## src/rtl/cpu_seq_controller_if.sv

```systemverilog
`default_nettype none
// +--------------------------------------------------------------------------+
// | cpu_seq_controller_if                                                    |
// | Decoder-to-sequencer inputs and datapath/memory control outputs.         |
// | Rev 1.0                                                                  |
// +--------------------------------------------------------------------------+
interface cpu_seq_controller_if;
  logic [2:0] opcode;
  logic [1:0] op;
  logic       cond_true;
  logic       mem_ready;
  logic [1:0] mem_cmd;
  logic       addr_sel;
  logic       load_ir;
  logic       load_pc;
  logic       reset_pc;
  logic       load_addr;
  logic [1:0] pc_sel;
  logic [1:0] vsel;
  logic [2:0] nsel;
  logic       write;
  logic       loada;
  logic       loadb;
  logic       loadc;
  logic       loads;
  logic       asel;
  logic       bsel;
  logic       halted;
  logic [1:0] fault;
  logic [4:0] state;

  modport master (
    input  opcode, op, cond_true, mem_ready,
    output mem_cmd, addr_sel, load_ir, load_pc, reset_pc, load_addr, pc_sel,
           vsel, nsel, write, loada, loadb, loadc, loads, asel, bsel,
           halted, fault, state
  );

  modport slave (
    output opcode, op, cond_true, mem_ready,
    input  mem_cmd, addr_sel, load_ir, load_pc, reset_pc, load_addr, pc_sel,
           vsel, nsel, write, loada, loadb, loadc, loads, asel, bsel,
           halted, fault, state
  );
endinterface
`default_nettype wire

```

## src/rtl/cpu_seq_controller.sv

```systemverilog
`default_nettype none
// +--------------------------------------------------------------------------+
// | cpu_seq_controller                                                       |
// | Instruction sequencer with memory-ready timeout and sticky faults.       |
// | Optional conditional branch enabled by macro CTRL_BRANCH_EN.             |
// | Rev 1.0                                                                  |
// +--------------------------------------------------------------------------+
module cpu_seq_controller #(
  parameter int MEM_TIMEOUT = 16,
  parameter int TO_W        = $clog2(MEM_TIMEOUT + 1)
) (
  input  logic              clk,
  input  logic              reset,
  cpu_seq_controller_if.master bus
);

  localparam logic [4:0] S_RST       = 5'd0;
  localparam logic [4:0] S_IF1       = 5'd1;
  localparam logic [4:0] S_UPDATE_PC = 5'd2;
  localparam logic [4:0] S_DECODE    = 5'd3;
  localparam logic [4:0] S_WRITE_IMM = 5'd4;
  localparam logic [4:0] S_LOAD_A    = 5'd5;
  localparam logic [4:0] S_LOAD_B    = 5'd6;
  localparam logic [4:0] S_LOAD_C    = 5'd7;
  localparam logic [4:0] S_WRITE_OUT = 5'd8;
  localparam logic [4:0] S_LOAD_ADR  = 5'd9;
  localparam logic [4:0] S_MEM_RD    = 5'd10;
  localparam logic [4:0] S_LOAD_B2   = 5'd11;
  localparam logic [4:0] S_LOAD_C2   = 5'd12;
  localparam logic [4:0] S_MEM_WR    = 5'd13;
  localparam logic [4:0] S_HALT      = 5'd14;
  localparam logic [4:0] S_FAULT     = 5'd15;
  localparam logic [4:0] S_BRANCH    = 5'd16;

  localparam logic [TO_W-1:0] c_to_last = TO_W'(MEM_TIMEOUT - 1);

  logic [4:0]      r_state;
  logic [4:0]      w_next;
  logic [TO_W-1:0] r_cnt;
  logic [1:0]      r_fault;
  logic            w_wait;
  logic            w_timeout;
  logic            w_mem_op;
  logic            w_asel_op;

  assign w_wait    = (r_state == S_IF1) || (r_state == S_MEM_RD) || (r_state == S_MEM_WR);
  assign w_timeout = w_wait && !bus.mem_ready && (r_cnt == c_to_last);
  assign w_mem_op  = (bus.opcode == 3'b011) || (bus.opcode == 3'b100);
  assign w_asel_op = ({bus.opcode, bus.op} == 5'b110_00) || ({bus.opcode, bus.op} == 5'b101_11);

  always_comb begin
    w_next = r_state;
    case (r_state)
      S_RST:       w_next = S_IF1;
      S_IF1:       if (bus.mem_ready) w_next = S_UPDATE_PC;
                   else if (w_timeout) w_next = S_FAULT;
      S_UPDATE_PC: w_next = S_DECODE;
      S_DECODE: begin
        case (bus.opcode)
          3'b110:  w_next = (bus.op == 2'b10) ? S_WRITE_IMM :
                            (bus.op == 2'b00) ? S_LOAD_B : S_FAULT;
          3'b101:  w_next = (bus.op == 2'b11) ? S_LOAD_B : S_LOAD_A;
          3'b011,
          3'b100:  w_next = S_LOAD_A;
          3'b111:  w_next = S_HALT;
`ifdef CTRL_BRANCH_EN
          3'b001:  w_next = S_BRANCH;
`endif
          default: w_next = S_FAULT;
        endcase
      end
      S_WRITE_IMM: w_next = S_IF1;
      S_LOAD_A:    w_next = w_mem_op ? S_LOAD_C : S_LOAD_B;
      S_LOAD_B:    w_next = S_LOAD_C;
      S_LOAD_C: begin
        if ({bus.opcode, bus.op} == 5'b101_01) w_next = S_IF1;
        else if (w_mem_op)                     w_next = S_LOAD_ADR;
        else                                   w_next = S_WRITE_OUT;
      end
      S_WRITE_OUT: w_next = S_IF1;
      S_LOAD_ADR:  w_next = (bus.opcode == 3'b011) ? S_MEM_RD : S_LOAD_B2;
      S_MEM_RD,
      S_MEM_WR:    if (bus.mem_ready) w_next = S_IF1;
                   else if (w_timeout) w_next = S_FAULT;
      S_LOAD_B2:   w_next = S_LOAD_C2;
      S_LOAD_C2:   w_next = S_MEM_WR;
      S_BRANCH:    w_next = S_IF1;
      S_HALT:      w_next = S_HALT;
      default:     w_next = S_FAULT;
    endcase
  end

  // Counter only advances while a wait state holds; any transition clears it.
  always_ff @(posedge clk) begin
    if (reset) begin
      r_state <= S_RST;
      r_cnt   <= '0;
      r_fault <= 2'b00;
    end else begin
      r_state <= w_next;
      r_cnt   <= (w_wait && (w_next == r_state)) ? r_cnt + 1'b1 : '0;
      if (w_timeout)
        r_fault <= 2'b10;
      else if ((r_state == S_DECODE) && (w_next == S_FAULT))
        r_fault <= 2'b01;
    end
  end

  always_comb begin
    bus.mem_cmd   = 2'b00;
    bus.addr_sel  = 1'b0;
    bus.load_ir   = 1'b0;
    bus.load_pc   = 1'b0;
    bus.reset_pc  = 1'b0;
    bus.load_addr = 1'b0;
    bus.vsel      = 2'b00;
    bus.nsel      = 3'b000;
    bus.write     = 1'b0;
    bus.loada     = 1'b0;
    bus.loadb     = 1'b0;
    bus.loadc     = 1'b0;
    bus.loads     = 1'b0;
    bus.asel      = 1'b0;
    bus.bsel      = 1'b0;
    bus.halted    = 1'b0;
    case (r_state)
      S_RST:       begin bus.reset_pc = 1'b1; bus.load_pc = 1'b1; end
      S_IF1:       begin bus.mem_cmd = 2'b01; bus.addr_sel = 1'b1; bus.load_ir = bus.mem_ready; end
      S_UPDATE_PC: bus.load_pc = 1'b1;
      S_WRITE_IMM: begin bus.write = 1'b1; bus.vsel = 2'b01; bus.nsel = 3'b001; end
      S_LOAD_A:    begin bus.loada = 1'b1; bus.nsel = 3'b001; end
      S_LOAD_B:    begin bus.loadb = 1'b1; bus.nsel = 3'b100; end
      S_LOAD_C: begin
        bus.loadc = 1'b1;
        bus.asel  = w_asel_op;
        bus.bsel  = w_mem_op;
        bus.loads = (bus.opcode == 3'b101);
      end
      S_WRITE_OUT: begin bus.write = 1'b1; bus.vsel = 2'b11; bus.nsel = 3'b010; end
      S_LOAD_ADR:  bus.load_addr = 1'b1;
      S_MEM_RD: begin
        bus.mem_cmd = 2'b01;
        bus.write   = bus.mem_ready;
        bus.nsel    = bus.mem_ready ? 3'b010 : 3'b000;
      end
      S_LOAD_B2:   begin bus.loadb = 1'b1; bus.nsel = 3'b010; end
      S_LOAD_C2:   begin bus.loadc = 1'b1; bus.asel = 1'b1; end
      S_MEM_WR:    bus.mem_cmd = 2'b10;
`ifdef CTRL_BRANCH_EN
      S_BRANCH:    bus.load_pc = bus.cond_true;
`endif
      S_HALT:      bus.halted = 1'b1;
      default:     ;
    endcase
  end

`ifdef CTRL_BRANCH_EN
  assign bus.pc_sel = ((r_state == S_BRANCH) && bus.cond_true) ? 2'b01 : 2'b00;
`else
  assign bus.pc_sel = 2'b00;
`endif

  assign bus.fault = r_fault;
  assign bus.state = r_state;

endmodule
`default_nettype wire

```

## src/flat_wrapper.sv

```systemverilog
// flat-port wrapper written by rule: the top's interface ports become plain ports
module cpu_seq_controller_flat 
#(
  parameter int MEM_TIMEOUT = 16,
  parameter int TO_W        = $clog2(MEM_TIMEOUT + 1)
)
  (clk, reset, bus_opcode, bus_op, bus_cond_true, bus_mem_ready, bus_mem_cmd, bus_addr_sel, bus_load_ir, bus_load_pc, bus_reset_pc, bus_load_addr, bus_pc_sel, bus_vsel, bus_nsel, bus_write, bus_loada, bus_loadb, bus_loadc, bus_loads, bus_asel, bus_bsel, bus_halted, bus_fault, bus_state);
  cpu_seq_controller_if bus_i ();
  input  logic clk;
  input  logic reset;
  input wire logic [$bits(bus_i.opcode)-1:0] bus_opcode;
  input wire logic [$bits(bus_i.op)-1:0] bus_op;
  input wire logic [$bits(bus_i.cond_true)-1:0] bus_cond_true;
  input wire logic [$bits(bus_i.mem_ready)-1:0] bus_mem_ready;
  output wire logic [$bits(bus_i.mem_cmd)-1:0] bus_mem_cmd;
  output wire logic [$bits(bus_i.addr_sel)-1:0] bus_addr_sel;
  output wire logic [$bits(bus_i.load_ir)-1:0] bus_load_ir;
  output wire logic [$bits(bus_i.load_pc)-1:0] bus_load_pc;
  output wire logic [$bits(bus_i.reset_pc)-1:0] bus_reset_pc;
  output wire logic [$bits(bus_i.load_addr)-1:0] bus_load_addr;
  output wire logic [$bits(bus_i.pc_sel)-1:0] bus_pc_sel;
  output wire logic [$bits(bus_i.vsel)-1:0] bus_vsel;
  output wire logic [$bits(bus_i.nsel)-1:0] bus_nsel;
  output wire logic [$bits(bus_i.write)-1:0] bus_write;
  output wire logic [$bits(bus_i.loada)-1:0] bus_loada;
  output wire logic [$bits(bus_i.loadb)-1:0] bus_loadb;
  output wire logic [$bits(bus_i.loadc)-1:0] bus_loadc;
  output wire logic [$bits(bus_i.loads)-1:0] bus_loads;
  output wire logic [$bits(bus_i.asel)-1:0] bus_asel;
  output wire logic [$bits(bus_i.bsel)-1:0] bus_bsel;
  output wire logic [$bits(bus_i.halted)-1:0] bus_halted;
  output wire logic [$bits(bus_i.fault)-1:0] bus_fault;
  output wire logic [$bits(bus_i.state)-1:0] bus_state;
  assign bus_i.opcode = bus_opcode;
  assign bus_i.op = bus_op;
  assign bus_i.cond_true = bus_cond_true;
  assign bus_i.mem_ready = bus_mem_ready;
  assign bus_mem_cmd = bus_i.mem_cmd;
  assign bus_addr_sel = bus_i.addr_sel;
  assign bus_load_ir = bus_i.load_ir;
  assign bus_load_pc = bus_i.load_pc;
  assign bus_reset_pc = bus_i.reset_pc;
  assign bus_load_addr = bus_i.load_addr;
  assign bus_pc_sel = bus_i.pc_sel;
  assign bus_vsel = bus_i.vsel;
  assign bus_nsel = bus_i.nsel;
  assign bus_write = bus_i.write;
  assign bus_loada = bus_i.loada;
  assign bus_loadb = bus_i.loadb;
  assign bus_loadc = bus_i.loadc;
  assign bus_loads = bus_i.loads;
  assign bus_asel = bus_i.asel;
  assign bus_bsel = bus_i.bsel;
  assign bus_halted = bus_i.halted;
  assign bus_fault = bus_i.fault;
  assign bus_state = bus_i.state;
  cpu_seq_controller #(.MEM_TIMEOUT(MEM_TIMEOUT), .TO_W(TO_W)) u_core (.clk(clk), .reset(reset), .bus(bus_i));
endmodule
```

## config.mk

```make
export PLATFORM = sky130hd
export DESIGN_NAME = cpu_seq_controller_flat
export DESIGN_NICKNAME = d
export VERILOG_FILES = /design/src/rtl/cpu_seq_controller_if.sv /design/src/rtl/cpu_seq_controller.sv /design/src/flat_wrapper.sv
export SDC_FILE = /design/constraint.sdc
export NUM_CORES = 1
export LEC_CHECK = 0
export ABC_AREA = 1
export BUFFER_PORTS_ARGS = -buffer_cell sky130_fd_sc_hd__buf_2
export CORE_MARGIN = 10
export CORE_UTILIZATION = 45
export CTS_CLUSTER_SIZE = 20
export DETAILED_ROUTE_END_ITERATION = 7
export PLACE_DENSITY = 0.75
export SLEW_MARGIN = 10
export SYNTH_ARGS = -nofsm -noshare
export SYNTH_HDL_FRONTEND = slang
export SYNTH_SLANG_ARGS = --single-unit
```

## constraint.sdc

```tcl
create_clock -name clk -period 1.7 [get_ports clk]
set_input_delay 0.255 -clock clk [delete_from_list [all_inputs] [get_ports clk]]
set_output_delay 0.255 -clock clk [all_outputs]
set_load 0.005 [all_outputs]
```

==> qor.csv <==
stage;metric;value;unit
clock_tree;Root Driver;clkbuf_4;
clock_tree;CTS H-tree lvls;1;
clock_tree;clock tree buffer depth;2;
layout;Post-Layout Inst Area;0.00186;mm2
die;die area;0.00499;mm2
setup_path;Setup crit end kind;output pin;
worst_hold_path;hold endpoint;u_core.bus.state[0];
detailed_routing;Vias/cell;4.95;
timing;Final Hold Fails;0;
worst_hold_path;Hold Crit Class;in -> reg;
placement;placed cell area;0.00160;mm2
setup_path;crit path cell chain;buf_6 > nor2_4 > nand2_2 > nor2_4 > nor2_4 > buf_6 > a31oi_4 > buf_2;
detailed_routing;DR iter-0 viols;108;
power_and_ir_drop;maximum vdd drop;1.01;mV
setup_path;CP max-delay cell;dfxtp_4;
detailed_routing;via count;1505;
placement;gp weighted congestion;0.850;
grt;grt ovf;0;
setup_path;kind of critical path;reg -> out;
setup_path;Worst Path Arrival;1550;ps
run;max_cap viols;0;
die;Starting Density;47.0;%
timing;fin. max-slew vios;0;
placement;Detail Placement HPWL;2940;um
synth;post-synth cell types;27;
setup_path;most used cell, CP;nor2_4;
synth;sequential share of the synthesized area;20.8;%
placement;Port Buffer Count;34;
detailed_routing;routed len/inst;12.4;um
die;Die Span Y;70.7;um
setup_path;FF-to-FF path depth;10;
timing;Tmin final;1810;ps
timing;worst setup slack after layout;-108;ps
grt;first-pass GRT wire length;6210;um
timing;RSZ-0062 raised after global routing;yes;
grt;largest net degree at the start of global routing;9;
grt;Total GRT Usage;14.1;%
die;Core Area;0.00245;mm2
grt;initial antenna violation count;0;
synth;Mean Syn Cell Area;5.77;um2
detailed_routing;drt first pass iters;4;
clock_tree;clk sinks;12;
setup_path;CP peak stage delay;360;ps
setup_path;r2r setup slk;-100;ps
power_and_ir_drop;P per Cell Area;1230;mW/mm2
timing;f_max;0.553;GHz
timing;Fin Hold WS;209;ps
clock_tree;cts bufs inserted;3;
setup_path;crit start category;flop;
detailed_routing;Post-Route WL;3780;um
detailed_routing;drt drc;0;
synth;Yosys warnings;0;
die;Die W;70.7;um
detailed_routing;Antenna Nets Post-Route;0;
clock_tree;Skew-Pair Late Insertion Delay;270;ps
placement;pre-CTS WS;-138;ps
status;failing checks;negative setup slack;
timing;crit share post-route;106;%
worst_hold_path;hold depth;2;
status;status;complete, but fails checks;
synth;Mapped Cells;200;
setup_path;Worst Path Max Fanout;4;
setup_path;Crit path required time;1440;ps
synth;Seq cells post-synth;12;
worst_hold_path;HP Start;reset;
grt;vias in the first global route;1499;
clock_tree;number of hold buffers added after CTS;0;
timing;clock skew;2.62;ps
setup_path;r2r endpoint;u_core.r_cnt[0];
layout;number of antenna diodes;0;
synth;cell area after synthesis;0.00115;mm2
clock_tree;TritonCTS clock tree;built;
setup_path;Worst Path Buf+Inv;3;
die;Row Count;18;
setup_path;worst r2r src;u_core.r_cnt[0];
layout;nets@finish;286;
timing;Final setup violation count;6;
layout;Synth-to-Final Area Change;61.3;%
clock_tree;Reg clk slew, reported paths;70;ps
power_and_ir_drop;Leak Pwr;0.00108;uW
die;IO Count;38;
layout;fraction of layout cells with a size suffix above 1;51.8;%
setup_path;family with the most delay on the worst path;simple AND/OR/NAND/NOR gates;
[layout by cell type (no fill, tap or decap), types with 11 or more instances in the layout]
| cell | n |
|---|---|
| nand2_2 | 15 |
| nand3_1 | 16 |
| nor2_1 | 14 |
| buf_2 | 34 |
| buf_4 | 33 |
| nand2_1 | 40 |
| inv_1 | 27 |
| nor2_4 | 11 |
| nor2_2 | 12 |
[power breakdown]
group / leakage, uW / switching (uW) / internal, uW
Combinational: 0.000956 / 920 / 716
Sequential: 0.000100 / 90.9 / 349
Clock: 0.0000210 / 94.2 / 130
[how the worst max path moves through the flow]
stage,start,endpoint,cells past startpoint
floorplan,u_core.r_cnt[0],u_core.r_cnt[0],10
global placement,u_core.bus.state[1],u_core.r_cnt[1],13
detailed placement,u_core.bus.state[1],u_core.r_cnt[3],13
CTS,u_core.bus.state[1],bus_asel,8
global route,u_core.bus.state[1],u_core.r_cnt[1],15
finish,u_core.bus.state[1],bus_asel,8
[metal layers]
| metal | vias to the layer above | share of wire (%) | wire length, um | global-route usage (%) |
|---|---|---|---|---|
| li1 | 775 | - | - | - |
| met1 | 679 | 40 | 1490 | 16.0 |
| met2 | 47 | 51 | 1930 | 25.6 |
| met3 | 4 | 8.3 | 315 | 3.35 |
| met4 | 0 | 1.1 | 40 | 3.87 |
| met5 | - | 0 | 0 | 0 |
[cell families (layout without fill, tap and decap cells)]
logic type / Yosys count / in the layout / synth area share, %
simple gates: 129 / 129 / 54.3
xor+xnor: 2 / 2 / 1.52
fa+ha+maj: 2 / 2 / 2.17
buf+inv: 41 / 113 / 14.4
flops: 12 / 12 / 20.8
compound gates: 13 / 13 / 6.50
other cells: 1 / 3 / 0.325
[sequential cells by signal, summed over array words and instances (netlist names)]
name / cells
u_core.r_cnt: 5
u_core.bus.state: 5
u_core.bus.fault: 2
[timing repair]
item	in CTS	in global routing
resized for setup	16	39
pin swaps	2	10
setup endpoints to repair	19	21
setup buffers	3	0
[final cells by class]
| type | instances | area [um2] |
|---|---|---|
| flip-flops and latches | 12 | 256 |
| inverters | 38 | 151 |
| multi-input cells | 149 | 910 |
| well taps | 30 | 37.5 |
| repair buffers | 71 | 472 |
| fillers | 182 | 592 |
| clock buffers | 4 | 36.3 |
[cells in the mapped netlist, drive strengths merged]
master | count | area, um2
a21oi | 4 | 20.0
a31oi | 3 | 18.8
and3 | 1 | 6.26
buf | 3 | 22.5
clkinv | 1 | 5.00
conb | 1 | 3.75
dfxtp | 12 | 240
ha | 2 | 25.0
inv | 37 | 139
nand2 | 56 | 238
nand3 | 25 | 150
nand3b | 2 | 15.0
nand4 | 4 | 25.0
nor2 | 37 | 171
nor3 | 3 | 15.0
nor4 | 1 | 6.26
o211ai | 2 | 15.0
o21ai | 3 | 15.0
o22ai | 1 | 6.26
xnor2 | 1 | 8.76
xor2 | 1 | 8.76
[metrics by stage]
stage	util, %	setup TNS [ps]	total power (uW)	std cells
after detailed placement	65.3	-748	1770	297
after floorplan	-	0	1210	202
after CTS	69.9	-374	2120	304
after global placement	65.3	-537	1750	297
final	75.9	-545	2300	304
after global routing	75.9	-1950	2510	304
No activity file was read; power rests on OpenSTA's default activity.
